## src/rtl/dac_pkg.sv

```systemverilog
// Shared frame width, FSM state encoding, power-down codes and frame packing
// for the DAC serial transmitter.
package dac_pkg;

    localparam int unsigned FRAME_W  = 16;
    localparam int unsigned SAMPLE_W = 12;

    typedef enum logic [1:0] {
        IDLE  = 2'd0,
        SHIFT = 2'd1,
        GAP   = 2'd2
    } state_t;

    localparam logic [1:0] PD_NORMAL = 2'b00;
    localparam logic [1:0] PD_1K     = 2'b01;
    localparam logic [1:0] PD_100K   = 2'b10;
    localparam logic [1:0] PD_HIZ    = 2'b11;

    function automatic logic [FRAME_W-1:0] pack_frame(input logic [1:0]          mode,
                                                      input logic [SAMPLE_W-1:0] data);
        return {2'b00, mode, data};
    endfunction

endpackage

```

## src/rtl/dac_sclk_div.sv

```systemverilog
// Half-period tick counter for the DAC serial clock; also times the
// inter-frame gap when gap_mode is set.
module dac_sclk_div
    import dac_pkg::*;
#(
    parameter int unsigned CLK_DIV = 4,
    parameter int unsigned GAP_CYC = 4
) (
    input  logic clk,
    input  logic rst,
    input  logic clear,
    input  logic gap_mode,
    output logic half_tick,
    output logic bit_end,
    output logic phase,
    output logic cnt_zero
);

    localparam int unsigned CNT_MAX = (CLK_DIV > GAP_CYC) ? CLK_DIV : GAP_CYC;
    localparam int unsigned CNT_W   = (CNT_MAX > 1) ? $clog2(CNT_MAX) : 1;

    logic [CNT_W-1:0] cnt;
    logic [CNT_W-1:0] last;

    assign last      = gap_mode ? CNT_W'(GAP_CYC - 1) : CNT_W'(CLK_DIV - 1);
    assign half_tick = (cnt == last);
    // phase=0 is the sclk-high half, so a bit ends when the low half runs out.
    assign bit_end   = half_tick && phase && !gap_mode;
    assign cnt_zero  = (cnt == '0);

    // NOTE: sequential state is written only with non-blocking assignments so
    // every flop samples the pre-edge values of its neighbours.
    always_ff @(posedge clk or negedge rst) begin
        if (!rst) begin
            cnt   <= '0;
            phase <= 1'b0;
        end else if (clear) begin
            cnt   <= '0;
            phase <= 1'b0;
        end else if (half_tick) begin
            cnt <= '0;
            if (!gap_mode) phase <= ~phase;
        end else begin
            cnt <= cnt + 1'b1;
        end
    end

endmodule

```

## src/rtl/dac_spi_tx.sv

```systemverilog
// 16-bit SPI-style frame transmitter for a 12-bit DAC (SYNC/SCLK/DIN).
// Define DAC_DUAL_CH_EN to add a second data lane for the dual-DAC module.
module dac_spi_tx
    import dac_pkg::*;
#(
    parameter int unsigned CLK_DIV = 4,
    parameter int unsigned GAP_CYC = 4,
    parameter int unsigned DATA_W  = 12
) (
    input  logic              clk,
    input  logic              rst,
    input  logic [DATA_W-1:0] in_data,
    input  logic [1:0]        in_mode,
    input  logic              in_valid,
    output logic              in_ready,
`ifdef DAC_DUAL_CH_EN
    input  logic [DATA_W-1:0] in_data_b,
    output logic              sdata_b,
`endif
    output logic              cs,
    output logic              sclk,
    output logic              sdata,
    output logic              busy,
    output logic              done
);

    localparam int unsigned BIT_W = $clog2(FRAME_W);

    state_t             state;
    logic [FRAME_W-1:0] shreg;
    logic [BIT_W-1:0]   bit_cnt;
`ifdef DAC_DUAL_CH_EN
    logic [FRAME_W-1:0] shreg_b;
`endif

    logic half_tick;
    logic bit_end;
    logic phase;
    logic cnt_zero;
    logic last_bit;
    logic div_clear;

    assign in_ready  = (state == IDLE);
    assign last_bit  = (state == SHIFT) && bit_end && (bit_cnt == BIT_W'(FRAME_W - 1));
    // Holding the divider clear in IDLE makes every frame start on a fresh half-period.
    assign div_clear = (state == IDLE) || last_bit;

    dac_sclk_div #(
        .CLK_DIV (CLK_DIV),
        .GAP_CYC (GAP_CYC)
    ) u_div (
        .clk       (clk),
        .rst       (rst),
        .clear     (div_clear),
        .gap_mode  (state == GAP),
        .half_tick (half_tick),
        .bit_end   (bit_end),
        .phase     (phase),
        .cnt_zero  (cnt_zero)
    );

    always_ff @(posedge clk or negedge rst) begin
        if (!rst) begin
            state   <= IDLE;
            shreg   <= '0;
            bit_cnt <= '0;
            busy    <= 1'b0;
            done    <= 1'b0;
            cs      <= 1'b1;
            sclk    <= 1'b1;
            sdata   <= 1'b0;
`ifdef DAC_DUAL_CH_EN
            shreg_b <= '0;
            sdata_b <= 1'b0;
`endif
        end else begin
            // Pins are a registered view of the previous state cycle, so cs
            // falls one edge after the accept and rises one edge after SHIFT ends.
            cs    <= (state != SHIFT);
            sclk  <= (state != SHIFT) || !phase;
            sdata <= (state == SHIFT) && shreg[FRAME_W-1];
            done  <= (state == GAP) && cnt_zero;
`ifdef DAC_DUAL_CH_EN
            sdata_b <= (state == SHIFT) && shreg_b[FRAME_W-1];
`endif
            unique case (state)
                IDLE: begin
                    if (in_valid) begin
                        shreg   <= pack_frame(in_mode, in_data);
`ifdef DAC_DUAL_CH_EN
                        shreg_b <= pack_frame(in_mode, in_data_b);
`endif
                        bit_cnt <= '0;
                        busy    <= 1'b1;
                        state   <= SHIFT;
                    end
                end
                SHIFT: begin
                    if (bit_end) begin
                        shreg   <= shreg << 1;
`ifdef DAC_DUAL_CH_EN
                        shreg_b <= shreg_b << 1;
`endif
                        bit_cnt <= bit_cnt + 1'b1;
                        if (last_bit) state <= GAP;
                    end
                end
                GAP: begin
                    if (half_tick) begin
                        busy  <= 1'b0;
                        state <= IDLE;
                    end
                end
                default: begin
                    busy  <= 1'b0;
                    state <= IDLE;
                end
            endcase
        end
    end

endmodule

```

## config.mk

```make
export PLATFORM = sky130hd
export DESIGN_NAME = dac_spi_tx
export DESIGN_NICKNAME = d
export VERILOG_FILES = /design/src/rtl/dac_pkg.sv /design/src/rtl/dac_sclk_div.sv /design/src/rtl/dac_spi_tx.sv
export SDC_FILE = /design/constraint.sdc
export NUM_CORES = 1
export LEC_CHECK = 0
export BUFFER_PORTS_ARGS = -buffer_cell sky130_fd_sc_hd__buf_4
export CORE_MARGIN = 3
export CORE_UTILIZATION = 50
export CTS_BUF_LIST = sky130_fd_sc_hd__clkbuf_8
export DETAILED_ROUTE_END_ITERATION = 16
export PLACE_DENSITY = 0.69
export SLEW_MARGIN = 0
export SYNTH_ARGS = -nofsm -noshare
export SYNTH_HDL_FRONTEND = slang
export SYNTH_HIERARCHICAL = 1
export SYNTH_SLANG_ARGS = --single-unit
```

## constraint.sdc

```tcl
create_clock -name clk -period 2.8 [get_ports clk]
set_input_delay 0.14 -clock clk [delete_from_list [all_inputs] [get_ports clk]]
set_output_delay 0.14 -clock clk [all_outputs]
set_load 0.03 [all_outputs]
```

## Yosys cells after proc, flatten, opt, wreduce, memory -nomap -nowiden

Cells that the tools add are included.
Widths: inputs -> output; s select.

- Flip-flop bits (word level): 30
- Input bits: 17
- Output and inout port bits: 6
- Logic and storage cells: 61

- Add/subtract/negate cells: 2
- Equal/unequal tests: 10
- Multiplexer cells: 19
- Bitwise gates (word level): 2
- Reductions and logical operators: 18

Operators by type and width:

| kind | count |
|---|---|
| $mux 16 | 2 |
| $pmux 16 s2 | 1 |
| $mux 2 | 6 |
| $ne 2x2->1 const B | 5 |
| $mux 4 | 2 |
| $pmux 4 s2 | 1 |
| $logic_and 1x1->1 | 6 |
| $pmux 2 s3 | 1 |
| $reduce_and 3->1 | 2 |
| $mux 1 | 5 |
| $add 4x1->4 const B | 1 |
| $eq 2x2->1 const B | 2 |
| $eq 4x4->1 const B | 1 |
| $logic_not 2->1 | 2 |
| $reduce_and 4->1 | 1 |
| $reduce_bool 2->1 | 2 |
| $pmux 1 s3 | 1 |
| $add 2x1->2 const B | 1 |
| $eq 2x1->1 const B | 1 |
| $logic_not 1->1 | 2 |
| $logic_or 1x1->1 | 2 |
| $ne 2x1->1 const B | 1 |
| $not 1->1 | 2 |
| $reduce_and 2->1 | 1 |

## Logic depth before layout (Yosys ltp)

Gate-level depths: netlist of run 1.

- Word-level depth: 8
- Depth in mapped cells: 9
- Gate-level depth less buffers: 8

## By module

Netlist of run 1, hierarchy kept.

Modules (own cells, without submodules):

| module | instances | cells each | area an instance (um2) |
|---|---|---|---|
| dac_spi_tx | 1 | 99 | 1,328.8 |
| dac_sclk_div | 1 | 14 | 163.9 |

## Worst setup path before layout of run 1

Ideal clock, no wire load.

- Kind: reg-to-reg
- Start point: register state[1]
- End point: register shreg[10]
- Arrival time: 2.037 ns
- Data required time: 2.675 ns
- Setup slack: 0.638 ns
- Cell stages (with the launch flop): 10
- Buffers on the path: 2
- Cells stage by stage: dfrtp_1 -> clkbuf_1 -> inv_1 -> nor2_1 -> nor2b_4 -> and2_2 -> mux2i_4 -> nor2_4 -> buf_6 -> mux2_4

- Cells in the longest elaborated chain, start to end: 5

RTL lines:

| element | line | RTL |
|---|---|---|
| from (decl) | dac_spi_tx.sv:29 | `state_t state;` |
| from (signal assigned) | dac_spi_tx.sv:64 | `state <= IDLE;` |
| from (signal assigned) | dac_spi_tx.sv:95 | `state <= SHIFT;` |
| from (signal assigned) | dac_spi_tx.sv:105 | `if (last_bit) state <= GAP;` |
| $eq 2x2->1 | dac_spi_tx.sv:55 | `.gap_mode (state == GAP),` |
| $logic_not 1->1 | dac_sclk_div.sv:28 | `assign bit_end = half_tick && phase && !gap_mode;` |
| $logic_and 1x1->1 | dac_sclk_div.sv:28 |  |
| named net bit_end | dac_spi_tx.sv:37 | `logic bit_end;` |
| $ne 2x2->1 (no line) | n/a |  |
| $reduce_and 3->1 (no line) | n/a |  |
| to (signal assigned) | dac_spi_tx.sv:89 | `shreg <= pack_frame(in_mode, in_data);` |
| to (signal assigned) | dac_spi_tx.sv:100 | `shreg <= shreg << 1;` |
| to (decl) | dac_spi_tx.sv:30 | `logic [FRAME_W-1:0] shreg;` |

The timed path passes the listed nets, and every way through them passes these cells.
A chain may end at the register's enable or synchronous reset.

## Final worst setup path of run 1

- Start point: register state[1]
- End point: register shreg[4]

Same word-level chain as after synthesis.

==> results of run 1 <==
## metal layers
| layer | global-route usage, % | up-vias | part of all wire (%) |
|---|---|---|---|
| li1 | - | 454 | - |
| met1 | 22.6 | 431 | 47 |
| met2 | 26.7 | 22 | 48 |
| met3 | 6.38 | 2 | 4.7 |
| met4 | 6.50 | 0 | 0.31 |
| met5 | 0 | - | 0 |
## area by class of cell
class                           instances  area (sq um)  area share [%]
Clock buffer                            6          82.6            4.53
Clock inverter                          2          60.1            3.29
Inverter                                7          28.8            1.58
Multi-Input combinational cell         72           677            37.1
Sequential cell                        30           753            41.3
Tap cell                               31          38.8            2.13
Timing Repair Buffer                   24           183            10.0
## flip-flops by register name, summed over array words and instances, names as in the netlist
| signal | flops |
|---|---|
| shreg | 16 |
| bit_cnt | 4 |
| u_div/phase | 1 |
| busy | 1 |
| cs | 1 |
| state | 2 |
| sdata | 1 |
| u_div/cnt | 2 |
| done | 1 |
| sclk | 1 |
## kinds of logic after synthesis
family          after synthesis  share of synthesized area, %
buf+inv                      11                          4.19
compound gates               15                          6.62
simple gates                 25                          9.81
flops                        30                          50.5
mux                          29                          26.4
fa+ha+maj                     3                          2.51
## per-stage QoR
step,util [%],power [W]
finish,65.0,0.00187
global route,65.0,0.00200
CTS,65.0,0.00189
detailed placement,59.5,0.00134
global placement,59.5,0.00131
floorplan,-,0.00119
## cells in the final DEF (no fill, tap or decap), types with 3 or more instances in the layout
master	Yosys	final
buf_4	1	23
clkbuf_8	0	6
dfrtp_1	28	28
ha_1	3	3
inv_1	6	6
mux2_2	13	13
mux2_4	15	15
nand2_1	6	6
nand3_1	3	3
nand4_1	3	3
nor2_1	5	5
o21ai_0	6	6
## tightest hold or removal path: stages
cell and delay, ns:
buf_4 0.08, nand3_1 0.05, nand2_1 0.07
## path summary, 6_finish.rpt
check / slack, ns / depth (start not counted) / end / startpoint
hold reg to reg: 0.44 / 1 / sclk / u_div/phase
hold / removal: 0.10 / 3 / shreg[0] / in_data[0]
setup reg to reg: 0.57 / 7 / shreg[4] / state[1]
min in group asynchronous: 0.32 / 2 / done / rst
setup / recovery: 0.57 / 7 / shreg[4] / state[1]
max in group asynchronous: 2.18 / 2 / sclk / rst
## where the power goes
group          switching (W)  leakage, nW  internal, W
sequential          0.000101        0.385     0.000596
clock               0.000158       0.0714     0.000379
combinational       0.000274        0.445     0.000360
## what timing repair did
item,4_1_cts,5_1_grt
resized for setup,0,0
setup buffers,0,0
hold endpoints to repair,28,0
hold buffers,1,0
==> impl_metrics.toml, run 1 <==
[status]
status = "finished, final reports clean"

[drt]
vias_per_cell = 5.28
ant_nets = 0
drc_errors = 0
drtIter0Drc = 20
vias = 909
drt_pass1_iterations = 4
wirelength_um = 2580
wl_per_cell_um = 15.0

[global_route]
grt_max_degree = 31
grt_use_total_pct = 17.4
antenna_found_initial = 0
grt_remaining_overflow = 0
grt_pass1_vias = 993
grt_pass1_wl_um = 4620

[die]
chipWidth_um = 60.6
die_h_um = 60.6
ios = 23
core-area_sq_um = 2810
design.die.area_sq_um = 3680
rows = 19
initial_core_util_pct = 53.2

[synthesis]
synth-seq-cells = 30
synth_cell_type_count = 28
syn_avg_cell_area_sq_um = 13.2
async_reset_ff_share_pct = 100
synth_common_cells = "28 x dfrtp_1, 15 x mux2_4, 13 x mux2_2"
synthTopCellsByArea = "dfrtp_1 47%, mux2_4 15%, mux2_2 9.8%, dfstp_2 3.5%, ha_1 2.5%"
synth_edf_count = 0
synth_top_area_share_pct = 46.9
synth_area_sq_um = 1490
synth_nets = 133
synth_top_area_cell = "dfrtp_1"
yosys_warnings = 6
synth_flop_cell = "dfrtp_1"
seq_area_frac_synth_pct = 50.5
yosysMostFrequentCell = "dfrtp_1"
synth_cells = 113

[placement]
dp_hpwl_um = 1900
dp.cells = 163
preCtsSetupSlack_ns = 0.576
gp_congestion = 0.842
placed_cell_area_sq_um = 1670
portBuffers = 22

[finish]
area_growth_pct = 22.1
diodes = 0
fin_area_sq_um = 1820
nets = 160
layout-drive-gt1-share_pct = 47.5
instances_no_fill = 172
num-fill-cells = 218

[worst_setup_path]
cp_max_fo = 14
max_stage_delay_ns = 0.53
critical_path.cell_chain = "inv_1 > nor2_1 > nor2b_4 > and2_2 > mux2i_4 > nor2_4 > mux2_2"
crit_type = "flip-flop to flip-flop"
worst_path_max_delay_cell = "dfrtp_1"
cp_top_family = "simple AND/OR/NAND/NOR gates"
end_kind = "flip-flop"
critPathBufInv = 1
arrival_ns = 2.39
start_kind = "flip-flop"
critPathRequiredTime_ns = 2.96

[timing]
drv_slew = 0
tns_ns = 0
fin_crit_sh_pct = 79.5
report.final.hold_viol_count = 0
hold_ws_ns = 0.103
layout_min_cycle_time_ns = 2.23
fmax_mhz = 449
maxSlewHeadroom_pct = 68.5
fin_ws_ns = 0.573
finalSetupViolCount = 0
rsz0062_at_grt = "false"
skew_ns = 0.00464
worst_pin_slew_ns = 0.471

[clock_network]
cts-root-buf = "clkbuf_8"
cts_buffers = 5
insertion_delay_ns = 0.28
htreeDepth = 2
cts_tree = "yes"
path_clk_slew_ns = 0.06
cts_buffer_depth = 2
cts_sinks = 30

[power]
peakVddDrop_v = 0.000422
power.leakage_nw = 0.901
powerDensity_nw_per_um2 = 1030

[min_path]
hold_path.class = "primary input to flip-flop"

[job]
cap_violations = 0
(Power assumes the default switching activity.)
==> run 2: changes to the inputs <==
Settings changed: ABC_AREA set to 1.
Clock period 2.8 ns to 2.27 ns, I/O delays scaled along.
==> impl_metrics.toml, run 2 <==
[finish]
diodes = 0
area_growth_pct = 18.1
largest_reg_flops = 16
top_regs = "shreg x16, bit_cnt x4"
regMostFlops = "shreg"
layout_commonest_cell = "nand2_1"
instances_no_fill = 223
nets = 212
fin_area_sq_um = 1690
layout-drive-gt1-share_pct = 20.7
final_cell_mix = "44 x nand2_1, 29 x inv_1, 28 x dfrtp_1, 23 x buf_4, 15 x o21ai_0"

[global_route]
grt_pass1_vias = 966
grt_remaining_overflow = 0
grt_max_degree = 31
grt_use_total_pct = 16.8
grt_pass1_wl_um = 4220
antenna_found_initial = 0

[clock_network]
htreeDepth = 2
path_clk_slew_ns = 0.06
cts_sinks = 30
insertion_delay_ns = 0.28
cts_tree = "yes"
cts_setup_buffers = 0
cts_resized = 0
cts_buffers = 5
cts-root-buf = "clkbuf_8"
cts_buffer_depth = 2
cts_hold_buf = 1

[synthesis]
synth_nets = 187
syn_avg_cell_area_sq_um = 8.56
yosysMostFrequentCell = "nand2_1"
synthTopCellsByArea = "dfrtp_1 49%, nand2_1 12%, inv_1 6.8%, o21ai_0 5.2%, nand3_1 4.2%"
synth_flop_cell = "dfrtp_1"
synth_edf_count = 0
synth_cells = 167
synth_common_cells = "44 x nand2_1, 28 x dfrtp_1, 26 x inv_1, 15 x o21ai_0, 12 x nand3_1"
async_reset_ff_share_pct = 100
synth-seq-cells = 30
synth_top_area_cell = "dfrtp_1"
synth_cell_type_count = 19
synth_area_sq_um = 1430
synth_top_area_share_pct = 49.0
seq_area_frac_synth_pct = 52.7
yosys_warnings = 6

[drt]
drtIter0Drc = 67
wirelength_um = 2430
ant_nets = 0
vias = 1086
drt_pass1_iterations = 4
wl_per_cell_um = 10.9
drc_errors = 0
vias_per_cell = 4.87

[worst_setup_path]
end_kind = "flip-flop"
cp_max_fo = 9
start_kind = "flip-flop"
crit_type = "flip-flop to flip-flop"
critPathRequiredTime_ns = 2.44
arrival_ns = 1.93

[placement]
preCtsSetupSlack_ns = 0.527
dp.cells = 214
placed_cell_area_sq_um = 1600
portBuffers = 22
gp_congestion = 0.844
dp_hpwl_um = 1680

[die]
chipWidth_um = 59.5
rows = 18
die_h_um = 59.5
initial_core_util_pct = 55.2
core-area_sq_um = 2590
ios = 23
design.die.area_sq_um = 3540

[timing]
maxSlewHeadroom_pct = 75.5
rsz0062_at_grt = "false"
fmax_mhz = 566
fin_ws_ns = 0.504
drv_slew = 0
finalSetupViolCount = 0
layout_min_cycle_time_ns = 1.77
worst_pin_slew_ns = 0.368
fin_crit_sh_pct = 77.8
tns_ns = 0
skew_ns = 0.00165
report.final.hold_viol_count = 0

[power]
finalPower_w = 0.000951
powerDensity_nw_per_um2 = 563
power.leakage_nw = 0.845
peakVddDrop_v = 0.000524

[status]
status = "finished, final reports clean"

[job]
cap_violations = 0

[min_path]
hold_path.class = "primary input to flip-flop"
[run 2: cells by family (layout without fill, tap and decap cells)]
kind of cell / Yosys count / in the layout / synth area share (%)
AO/OA/AOI/OAI: 30 / 30 / 11.8
adder cells (fa/ha/maj): 3 / 3 / 2.62
buffers and inverters: 32 / 58 / 9.71
flip-flops: 30 / 30 / 52.7
AND/OR/NAND/NOR: 72 / 72 / 23.2
[run 2: per-layer routing]
| layer | track usage, % | vias to the layer above | routed length, um |
|---|---|---|---|
| met3 | 7.19 | 5 | 116 |
| met4 | 9.71 | 0 | 62 |
| met2 | 24.3 | 15 | 1070 |
| met1 | 20.7 | 495 | 1180 |
| met5 | 0 | - | 0 |
| li1 | - | 571 | - |
[run 2: layout make-up]
type                    count  area, sq um
fillers                   233          901
well taps                  30         37.5
inverters                  26         97.6
multi-input cells         105          538
clock inverters             3         11.3
flip-flops and latches     30          753
repair buffers             24          183
clock buffers               5         68.8
[run 2: critical path, cell delays in order, from the launching register on]
cell and delay (ns):
dfrtp_1 0.41, inv_1 0.16, nor2_1 0.08, inv_1 0.11
nand3_2 0.08, inv_1 0.10, nand3_4 0.14, inv_1 0.11
nand3_1 0.11, o21ai_0 0.17, inv_1 0.07, nand2_1 0.08
nor2_1 0.04
[run 2: report_power, final]
group	internal, W	total [W]	leakage (nW)	switching [W]
combinational	0.0000184	0.0000328	0.453	0.0000144
clock	0.000203	0.000383	0.0519	0.000180
sequential	0.000535	0.000535	0.340	0
total	0.000757	0.000951	0.845	0.000194
[run 2: final timing paths]
path	depth (start not counted)	slack (ns)	to	from
setup reg to reg	12	0.50	u_div/phase	state[1]
setup / recovery	12	0.50	u_div/phase	state[1]
hold / removal	3	0.10	shreg[0]	in_data[0]
hold reg to reg	1	0.45	sclk	u_div/phase
min in group asynchronous	2	0.30	done	rst
max in group asynchronous	2	1.66	cs	rst
[run 2: metrics by stage]
stage	hold slack (ns)	util [%]
final	0.100	65.2
after global routing	0.0978	65.2
after CTS	0.0995	65.2
after detailed placement	0.0617	61.7
after global placement	0.0571	61.7
after floorplan	-0.182	-
